## config.mk

```make
export PLATFORM = sky130hd
export DESIGN_NAME = store_buffer
export DESIGN_NICKNAME = d
export VERILOG_FILES = /design/src/rtl/store_buffer.sv
export SDC_FILE = /design/constraint.sdc
export NUM_CORES = 1
export LEC_CHECK = 0
export CAP_MARGIN = 20
export CORE_MARGIN = 4
export CORE_UTILIZATION = 30
export DETAILED_ROUTE_END_ITERATION = 10
export MAX_ROUTING_LAYER = met4
export SETUP_SLACK_MARGIN = 0.02
export SYNTH_ARGS = -nofsm -noshare
export SYNTH_HDL_FRONTEND = slang
export SYNTH_SLANG_ARGS = --single-unit
```

## constraint.sdc

```tcl
create_clock -name clk -period 9.13 [get_ports clk]
set_input_delay 1.826 -clock clk [delete_from_list [all_inputs] [get_ports clk]]
set_output_delay 1.826 -clock clk [all_outputs]
set_load 0.1 [all_outputs]
```

## src/rtl/store_buffer.sv

```systemverilog
// ---------------------------------------------------------------------------
// store_buffer
//   Circular FIFO of committed stores waiting to be written into the dcache.
//   A drain FSM probes the dcache with the head entry, backs off for RETRY_GAP
//   idle cycles on a miss and writes the head once the probe hits. Loads look
//   up the buffer combinationally and either receive forwarded data or are
//   told to replay when only a partial (byte) overlap is buffered.
//
// Ports
//   clk, rst                       clock (rising edge), async active-low reset
//   enq_en/isbyte/addr/data        committed store entering the tail
//   full, empty                    occupancy flags
//   probe_en, probe_addr           head lookup request to the dcache
//   probe_miss                     dcache response, one cycle after probe_en
//   store_en/isbyte/addr/data      head write into the dcache (one cycle)
//   ld_addr, ld_isbyte             load lookup
//   fwd_hit, fwd_data              forwarded load data
//   fwd_conflict                   load overlaps a buffered byte and must replay
//
// Byte stores carry their byte in data[7:0]; addr[1:0] selects the lane.
// Forwarding matches on addr[31:2] (tag, index and word offset).
// ---------------------------------------------------------------------------
module store_buffer #(
    parameter int DEPTH     = 4,
    parameter int RETRY_GAP = 3
) (
    input  logic        clk,
    input  logic        rst,
    input  logic        enq_en,
    input  logic        enq_isbyte,
    input  logic [31:0] enq_addr,
    input  logic [31:0] enq_data,
    output logic        full,
    output logic        empty,
    output logic        probe_en,
    output logic [31:0] probe_addr,
    input  logic        probe_miss,
    output logic        store_en,
    output logic        store_isbyte,
    output logic [31:0] store_addr,
    output logic [31:0] store_data,
    input  logic [31:0] ld_addr,
    input  logic        ld_isbyte,
    output logic        fwd_hit,
    output logic [31:0] fwd_data,
    output logic        fwd_conflict
);

    localparam int PW = (DEPTH > 1) ? $clog2(DEPTH) : 1;
    localparam int CW = $clog2(DEPTH + 1);
    localparam int GW = (RETRY_GAP > 1) ? $clog2(RETRY_GAP + 1) : 1;

    localparam logic [PW-1:0] PTR_ONE  = PW'(1);
    localparam logic [CW-1:0] CNT_ONE  = CW'(1);
    localparam logic [CW-1:0] CNT_FULL = CW'(DEPTH);
    localparam logic [GW-1:0] GAP_ONE  = GW'(1);
    localparam logic [GW-1:0] GAP_LOAD = GW'(RETRY_GAP);

    typedef enum logic [2:0] {
        ST_IDLE    = 3'd0,
        ST_PROBE   = 3'd1,
        ST_RESP    = 3'd2,
        ST_BACKOFF = 3'd3,
        ST_COMMIT  = 3'd4
    } state_t;

    // Lane extraction for byte loads that hit a buffered word.
    function automatic logic [7:0] byte_lane(input logic [31:0] word, input logic [1:0] off);
        logic [7:0] lane;
        case (off)
            2'd0:    lane = word[7:0];
            2'd1:    lane = word[15:8];
            2'd2:    lane = word[23:16];
            2'd3:    lane = word[31:24];
            default: lane = word[7:0];
        endcase
        return lane;
    endfunction

    logic [DEPTH-1:0] valid_r;
    logic [DEPTH-1:0] isbyte_r;
    logic [31:0]      addr_r [DEPTH];
    logic [31:0]      data_r [DEPTH];
    logic [PW-1:0]    head_r;
    logic [PW-1:0]    tail_r;
    logic [CW-1:0]    count_r;

    state_t           state_r;
    state_t           state_next_s;
    logic [GW-1:0]    gap_r;
    logic [GW-1:0]    gap_next_s;

    logic             probe_en_r;
    logic [31:0]      probe_addr_r;
    logic             store_en_r;
    logic             store_isbyte_r;
    logic [31:0]      store_addr_r;
    logic [31:0]      store_data_r;

    logic             push_s;
    logic             pop_s;

    logic [PW-1:0]    age_idx_s [DEPTH];
    logic [DEPTH-1:0] age_match_s;
    logic             fwd_found_s;
    logic [PW-1:0]    fwd_sel_s;
    logic             fwd_hit_s;
    logic             fwd_conflict_s;
    logic [31:0]      fwd_data_s;

    // Full is taken from the current count only, so a pop in the same cycle
    // does not open a slot for an enqueue that arrives while full.
    assign full   = (count_r == CNT_FULL);
    assign empty  = (count_r == '0);
    assign push_s = enq_en & ~full;
    assign pop_s  = (state_r == ST_COMMIT);

    // Head/tail pointers, occupancy count and valid bits.
    always_ff @(posedge clk or negedge rst) begin
        if (!rst) begin
            head_r  <= '0;
            tail_r  <= '0;
            count_r <= '0;
            valid_r <= '0;
        end else begin
            if (push_s) begin
                tail_r          <= tail_r + PTR_ONE;
                valid_r[tail_r] <= 1'b1;
            end
            if (pop_s) begin
                head_r          <= head_r + PTR_ONE;
                valid_r[head_r] <= 1'b0;
            end
            case ({push_s, pop_s})
                2'b10:   count_r <= count_r + CNT_ONE;
                2'b01:   count_r <= count_r - CNT_ONE;
                default: count_r <= count_r;
            endcase
        end
    end

    // Entry payload; only the tail slot is ever written.
    always_ff @(posedge clk or negedge rst) begin
        if (!rst) begin
            isbyte_r <= '0;
            for (int i = 0; i < DEPTH; i++) begin
                addr_r[i] <= '0;
                data_r[i] <= '0;
            end
        end else if (push_s) begin
            isbyte_r[tail_r] <= enq_isbyte;
            addr_r[tail_r]   <= enq_addr;
            data_r[tail_r]   <= enq_data;
        end
    end

    // Drain FSM next-state and backoff counter.
    always_comb begin
        state_next_s = state_r;
        gap_next_s   = gap_r;
        case (state_r)
            ST_IDLE: begin
                if (!empty) begin
                    state_next_s = ST_PROBE;
                end else begin
                    state_next_s = ST_IDLE;
                end
            end
            ST_PROBE: begin
                state_next_s = ST_RESP;
            end
            ST_RESP: begin
                if (probe_miss) begin
                    state_next_s = ST_BACKOFF;
                    gap_next_s   = GAP_LOAD;
                end else begin
                    state_next_s = ST_COMMIT;
                    gap_next_s   = gap_r;
                end
            end
            ST_BACKOFF: begin
                // The last backoff cycle is the one in which the counter
                // reaches zero, giving exactly RETRY_GAP idle cycles.
                if (gap_r <= GAP_ONE) begin
                    state_next_s = ST_PROBE;
                    gap_next_s   = '0;
                end else begin
                    state_next_s = ST_BACKOFF;
                    gap_next_s   = gap_r - GAP_ONE;
                end
            end
            ST_COMMIT: begin
                state_next_s = ST_IDLE;
            end
            default: begin
                state_next_s = ST_IDLE;
                gap_next_s   = '0;
            end
        endcase
    end

    // Drain FSM state and backoff counter registers.
    always_ff @(posedge clk or negedge rst) begin
        if (!rst) begin
            state_r <= ST_IDLE;
            gap_r   <= '0;
        end else begin
            state_r <= state_next_s;
            gap_r   <= gap_next_s;
        end
    end

    // Registered dcache request outputs, loaded for the state being entered.
    // The head cannot move outside IDLE, so sampling it here is stable.
    always_ff @(posedge clk or negedge rst) begin
        if (!rst) begin
            probe_en_r     <= 1'b0;
            probe_addr_r   <= '0;
            store_en_r     <= 1'b0;
            store_isbyte_r <= 1'b0;
            store_addr_r   <= '0;
            store_data_r   <= '0;
        end else begin
            probe_en_r     <= (state_next_s == ST_PROBE);
            probe_addr_r   <= (state_next_s == ST_PROBE)  ? addr_r[head_r] : '0;
            store_en_r     <= (state_next_s == ST_COMMIT);
            store_isbyte_r <= (state_next_s == ST_COMMIT) ? isbyte_r[head_r] : 1'b0;
            store_addr_r   <= (state_next_s == ST_COMMIT) ? addr_r[head_r] : '0;
            store_data_r   <= (state_next_s == ST_COMMIT) ? data_r[head_r] : '0;
        end
    end

    assign probe_en     = probe_en_r;
    assign probe_addr   = probe_addr_r;
    assign store_en     = store_en_r;
    assign store_isbyte = store_isbyte_r;
    assign store_addr   = store_addr_r;
    assign store_data   = store_data_r;

    // Per-age lookup: age 0 is the entry just behind tail (youngest).
    always_comb begin
        age_match_s = '0;
        for (int k = 0; k < DEPTH; k++) begin
            age_idx_s[k]   = tail_r - PTR_ONE - PW'(k);
            age_match_s[k] = valid_r[age_idx_s[k]] &&
                             (addr_r[age_idx_s[k]][31:2] == ld_addr[31:2]);
        end
    end

    // Youngest-match select: visiting oldest first lets the youngest win.
    always_comb begin
        fwd_found_s = 1'b0;
        fwd_sel_s   = '0;
        for (int k = DEPTH - 1; k >= 0; k--) begin
            fwd_found_s = age_match_s[k] ? 1'b1 : fwd_found_s;
            fwd_sel_s   = age_match_s[k] ? age_idx_s[k] : fwd_sel_s;
        end
    end

    // Forwarding decision on the youngest matching entry.
    always_comb begin
        fwd_hit_s      = 1'b0;
        fwd_conflict_s = 1'b0;
        fwd_data_s     = '0;
        if (!fwd_found_s) begin
            fwd_hit_s      = 1'b0;
            fwd_conflict_s = 1'b0;
        end else if (!isbyte_r[fwd_sel_s]) begin
            fwd_hit_s  = 1'b1;
            fwd_data_s = ld_isbyte ? {24'h000000, byte_lane(data_r[fwd_sel_s], ld_addr[1:0])}
                                   : data_r[fwd_sel_s];
        end else if (ld_isbyte && (addr_r[fwd_sel_s][1:0] == ld_addr[1:0])) begin
            fwd_hit_s  = 1'b1;
            fwd_data_s = {24'h000000, data_r[fwd_sel_s][7:0]};
        end else begin
            // Only part of the requested data is buffered: the load replays.
            fwd_conflict_s = 1'b1;
        end
    end

    assign fwd_hit      = fwd_hit_s;
    assign fwd_conflict = fwd_conflict_s;
    assign fwd_data     = fwd_data_s;

endmodule

```

==> out/qor.txt, run 1 <==
Antenna violations before repair: 16
Power Total: 0.0128 W
Synthesis-to-layout area growth: 21.6%
Drt initial violations: 1,689
I/O pins: 237
Largest net degree at the start of global routing: 166
Fin crit share: 96.6%
Initial Util: 30.5%
FP Rows: 103
Max Slew Vio Count: 0
Final setup viols: 0
WP data required: 7.30 ns
P_int: 0.00684 W
Syn Area/Cell: 11.6 um2
Commonest non-fill, non-tap cells in the layout: dfrtp_1 (372), mux2_2 (273), clkdlybuf4s50_1 (201)
Net Sw Power: 0.00594 W
H-Tree Level Count: 2
Commonest non-fill, non-tap cell in the layout: dfrtp_1
Max frequency: 113 MHz
Final Net Count: 2,339
Total global-route track usage: 19.8%
Post-synth top flop: dfrtp_1
Relative slew slack: 27.8%
Critical path capture point type: output pin
CTS tree: yes
CP peak stage delay: 0.62 ns
Worst-Margin Slew: 1.08 ns
Die W: 292 um
# fillers: 7,734
Number of buffer and inverter stages on the critical path: 4
Max Root-Sink Buffers: 3
Pwr/cell area: 435 nW/um2
Crit path DAT: 7.00 ns
RSZ-0062 raised after global routing: no
Async SR Flop Fraction: 100%
Sw Share: 46.5%
Syn Inst Count: 2,080
Distinct cells, synth: 93
HPWL after detailed placement: 59.9 mm
Post_cts resized: 0
Cts bufs inserted: 46
Cell leakage power: 11.7 nW
First-pass GRT wire length: 127 mm
Fin util: 37.0%
Worst hold path class: reg -> reg
Worst-path maximum fanout: 9
Comb pwr share: 58.6%
Setup CP Type: in -> out
Maxcap violations: 0
Cell Area, Placed: 27,700 um2
Ys Warns: 0
Yosys top cell by area: dfrtp_1
CP startpoint kind: primary input
VDD IR-drop max: 0.214 mV
Gr ovfl total: 0
Routed Antenna Nets: 0
Core area: 79,400 um2
Fraction of layout instances using a drive strength above 1: 27.2%
Vias/cell: 5.61
Hold Vio Cnt, Final: 0
Clk pwr share: 15.5%
Vias: 18,700
Clk_lat worst skew: 0.60 ns
Sequential-to-total area share from yosys stat: 38.8%
Vias in the first global route: 18,900
Critical Path Slowest Stage Cell: a2111oi_4
Final GP Congestion: 0.961
Main area contributors after synthesis: dfrtp_1 (39%), mux2_2 (13%), mux4_2 (12%), mux2i_1 (4.5%), xnor2_1 (3.9%)
Avg WL per Cell: 25.3 um
CP cell instances: clkdlybuf4s50_1 > inv_1 > xnor2_1 > o211ai_1 > a2111oi_4 > and4_1 > nor2_1 > a32o_1 > a2111oi_2 > o211ai_2 > a21oi_2 > buf_4 > a21oi_1 > a2111oi_2 > buf_12
Clk root buf: clkbuf_16
Router iterations before antenna repair: 5
IO Port Bufs: 236
Hold_buf cts: 0
Post-synth EDFFs: 0
DRC: 0
Number of synthesized register bits: 375
Mapped Nets: 2,192
Setup TNS: 0 ns
Share of the synthesized area in the top cell type: 38.8%
Die footprint: 85,200 um2
Clock skew: 0.0230 ns
Part of the power in registers: 25.9%
Die height: 292 um
Total wire length: 84.2 mm
Most Frequent Cell on Critical Path: a2111oi_2
Outcome: finished, final reports clean
Cell family with most CP delay: compound AO/OA/AOI/OAI gates
Reg clk slew, reported paths: 0.06 ns
Number of post-CTS setup repair buffers: 0
Synthesized area: 24,200 um2
Minimum clock period: 8.82 ns
Final Cell Area: 29,400 um2
Num Clock Sinks: 375
## per-stage QoR
stage | hold slack, ns | cells | setup slack, ns
5_1_grt | 0.520 | 3326 | 0.0120
6_report | 0.499 | 3329 | 0.309
4_1_cts | 0.499 | 3312 | 0.324
3_5_place_dp | 0.492 | 3229 | 0.377
2_1_floorplan | 0.456 | 2080 | -0.264
3_3_place_gp | 0.470 | 3228 | 0.350
## area by class of cell
| class | instances | area [um2] | area share, % |
|---|---|---|---|
| repair buffers | 275 | 3080 | 10.5 |
| diodes | 17 | 42.5 | 0.145 |
| multi-input cells | 1493 | 13800 | 47.0 |
| well taps | 1050 | 1310 | 4.47 |
| clock buffers | 63 | 1320 | 4.48 |
| inverters | 36 | 135 | 0.460 |
| flip-flops and latches | 375 | 9400 | 31.9 |
| clock inverters | 20 | 313 | 1.06 |
## power by group through the flow
| stage | Sequential (W) | Combinational, W | Clock, W |
|---|---|---|---|
| after global placement | 0.00322 | 0.00737 | 0 |
| after detailed placement | 0.00332 | 0.00744 | 0 |
| final | 0.00331 | 0.00749 | 0.00198 |
| after floorplan | 0.00368 | 0.00494 | 0 |
| after global routing | 0.00343 | 0.00791 | 0.00210 |
| after CTS | 0.00329 | 0.00750 | 0.00203 |
## path summary, 6_finish.rpt
| check | startpoint | to | slack, ns | cells past startpoint |
|---|---|---|---|---|
| setup / recovery | ld_addr[28] | fwd_data[0] | 0.31 | 15 |
| hold / removal | count_r[0] | count_r[0] | 0.50 | 1 |
| setup reg to reg | tail_r[0] | addr_r[60] | 5.52 | 7 |
| hold reg to reg | count_r[0] | count_r[0] | 0.50 | 1 |
| max in group asynchronous | rst | store_data[19] | 5.76 | 3 |
| min in group asynchronous | rst | store_addr[21] | 1.24 | 1 |
## cell usage after synthesis (all sizes together), types with 32 or more instances
cell type  number
a21oi          85
mux4          133
o21ai          32
and2          109
xnor2         109
mux2          274
dfrtp         375
inv            36
nand2         128
nand4          51
clkbuf        106
mux2i         109
nor2           71
o211ai         34
nand3          58
buf            70
## worst register-to-register path, cell delays in order, from the launching register on
cell and delay [ns]:
dfrtp_4 0.49, inv_2 0.08, buf_4 0.27, buf_4 0.84, ha_1 0.35, nand2_2 0.41, buf_4 0.59, mux2_2 0.47
## cells by family after synthesis
family,after synthesis,share of synthesized area [%]
compound gates,331,10.9
fa+ha+maj,10,0.549
mux,516,29.7
buf+inv,212,4.22
xor+xnor,121,4.38
simple gates,515,11.5
flops,375,38.8
## layer usage
layer	GRT usage (%)	share of wire [%]	vias up
met4	4.94	2.4	0
met1	26.7	44	9813
li1	-	-	8182
met2	31.4	47	564
met5	-	0	-
met3	3.35	6.1	110
## sequential cells by signal, summed over array words and instances, names as in the netlist
register	cells
store_isbyte	1
tail_r	2
probe_en	1
store_en	1
store_addr	32
head_r	2
gap_r	2
isbyte_r	4
state_r	3
count_r	3
store_data	32
addr_r	128
probe_addr	32
data_r	128
valid_r	4
Note: power is estimated with default switching activity, not from simulation.
==> run 2, diff against run 1 <==
CORE_MARGIN = 3   (was 4)
SLEW_MARGIN = 0   (was unset)
==> out/qor.txt, run 2 (synthesis results as in run 1) <==
Outcome: finished, final reports clean
Routed Antenna Nets: 0
DRC: 0
Die W: 290 um
H-Tree Level Count: 2
Worst R2R Setup Slack: 5.49 ns
Gr ovfl total: 0
CP startpoint kind: primary input
Fraction of layout instances using a drive strength above 1: 27.4%
Fin util: 37.0%
Reg area: 9400 um2
Clock skew: 0.0237 ns
Crit path to: fwd_data[1]
CTS tree: yes
First-pass GRT wire length: 128 mm
Drt initial violations: 1,657
Vias in the first global route: 18,800
Reg-to-Reg End: data_r[35]
Final setup viols: 0
Net Sw Power: 0.00602 W
Vias/cell: 5.65
Synthesis-to-layout area growth: 21.5%
FP Rows: 103
Die footprint: 84,000 um2
Commonest non-fill, non-tap cell in the layout: dfrtp_1
Cell Area, Placed: 27,800 um2
Total wire length: 85.1 mm
Commonest non-fill, non-tap cells in the layout: dfrtp_1 (372), mux2_2 (273), clkdlybuf4s50_1 (201)
Maxcap violations: 0
Reg clk slew, reported paths: 0.05 ns
R2R cell count: 7
Post-place setup slack: 0.400 ns
Final WS setup: 0.332 ns
Cts bufs inserted: 48
Final Cell Area: 29,400 um2
Worst hold path class: reg -> reg
Setup TNS: 0 ns
Final GP Congestion: 0.960
WHS: 0.500 ns
Relative slew slack: 26.3%
Top Registers: addr_r (128), data_r (128)
Critical path capture point type: output pin
Avg WL per Cell: 25.6 um
Sw Share: 47.1%
Max Root-Sink Buffers: 3
Max frequency: 114 MHz
I/O pins: 237
WP data required: 7.30 ns
Post_cts resized: 0
Final Net Count: 2,347
Die height: 290 um
Comb pwr share: 59.6%
R2r startpoint: tail_r[0]
Router iterations before antenna repair: 6
Clk root buf: clkbuf_16
Cell leakage power: 11.7 nW
Clk_lat worst skew: 0.61 ns
Vias: 18,800
IO Port Bufs: 236
Total global-route track usage: 20.3%
HPWL after detailed placement: 60.3 mm
Minimum clock period: 8.80 ns
Crit. Startpoint: ld_addr[27]
VDD IR-drop max: 0.227 mV
RSZ-0062 raised after global routing: no
Antenna violations before repair: 14
Hold Vio Cnt, Final: 0
Worst-Margin Slew: 1.11 ns
Worst-path maximum fanout: 29
Pwr/cell area: 435 nW/um2
Largest net degree at the start of global routing: 175
Crit path DAT: 6.97 ns
Core area: 79,400 um2
Max Slew Vio Count: 0
P_int: 0.00677 W
Multi-input gate area: 13,800 um2
# fillers: 7,706
Num Clock Sinks: 375
Clk pwr share: 14.8%
Setup CP Type: in -> out
Part of the power in registers: 25.7%
Initial Util: 30.5%
Fin crit share: 96.4%
==> run 2: cell types whose count changed in the layout (fill, tap and decap cells not counted), moves of 3 or more <==
cell / change
buf_4: +5
bufinv_16: -6
clkbuf_16: +3
clkinv_2: -3
diode_2: -5
==> run 2: worst max-delay path: stages <==
cell             delay, ns
clkdlybuf4s50_1       0.64
nand2_1               0.08
mux2_2                0.28
o21ai_0               0.63
nor3b_1               0.28
o211ai_1              0.24
or3_4                 0.54
o2111ai_4             0.27
a21o_1                0.45
buf_12                0.27
a21oi_1               0.06
a21oi_1               0.26
a221oi_1              0.18
a2111oi_2             0.66
buf_12                0.25
==> run 2: area by class of cell <==
type | instances | area share, %
antenna | 12 | 0.102
clock buffer | 66 | 4.77
clock inverter | 15 | 0.541
inverter | 36 | 0.460
multi-input combinational | 1493 | 47.0
sequential | 375 | 32.0
tap | 1050 | 4.47
timing repair buffer | 281 | 10.7
==> run 2: how the worst min path moves through the flow <==
| stage | start | endpoint | slack, ns | cells after the start |
|---|---|---|---|---|
| 2_1_floorplan | count_r[2] | count_r[2] | 0.46 | 1 |
| 3_3_place_gp | count_r[2] | count_r[2] | 0.47 | 1 |
| 4_1_cts | count_r[2] | count_r[2] | 0.49 | 1 |
| 5_1_grt | count_r[2] | count_r[2] | 0.53 | 1 |
| 6_report | count_r[0] | count_r[0] | 0.50 | 1 |
| 3_5_place_dp | count_r[2] | count_r[2] | 0.49 | 1 |
==> run 2: metrics by stage <==
stage | std cells | total power [W]
after global routing | 3328 | 0.0135
final | 3328 | 0.0128
after global placement | 3233 | 0.0107
after floorplan | 2080 | 0.00862
after CTS | 3314 | 0.0128
after detailed placement | 3233 | 0.0108
==> run 2: power by group through the flow <==
| stage | combinational, W | clock [W] | sequential, W |
|---|---|---|---|
| floorplan | 0.00494 | 0 | 0.00368 |
| global placement | 0.00749 | 0 | 0.00319 |
| detailed placement | 0.00753 | 0 | 0.00328 |
| CTS | 0.00758 | 0.00194 | 0.00326 |
| global route | 0.00807 | 0.00201 | 0.00340 |
| finish | 0.00762 | 0.00189 | 0.00328 |
==> run 2: timing repair <==
action,4_1_cts,5_1_grt
setup buffers,0,1
setup endpoints to repair,0,8
hold buffers,0,0
==> run 2: metal layers <==
layer	vias up	GRT usage, %	wire length, um
li1	8194	-	-
met1	9792	27.7	37200
met2	718	31.8	40400
met3	111	3.39	5620
met4	0	4.77	1850
met5	-	-	0
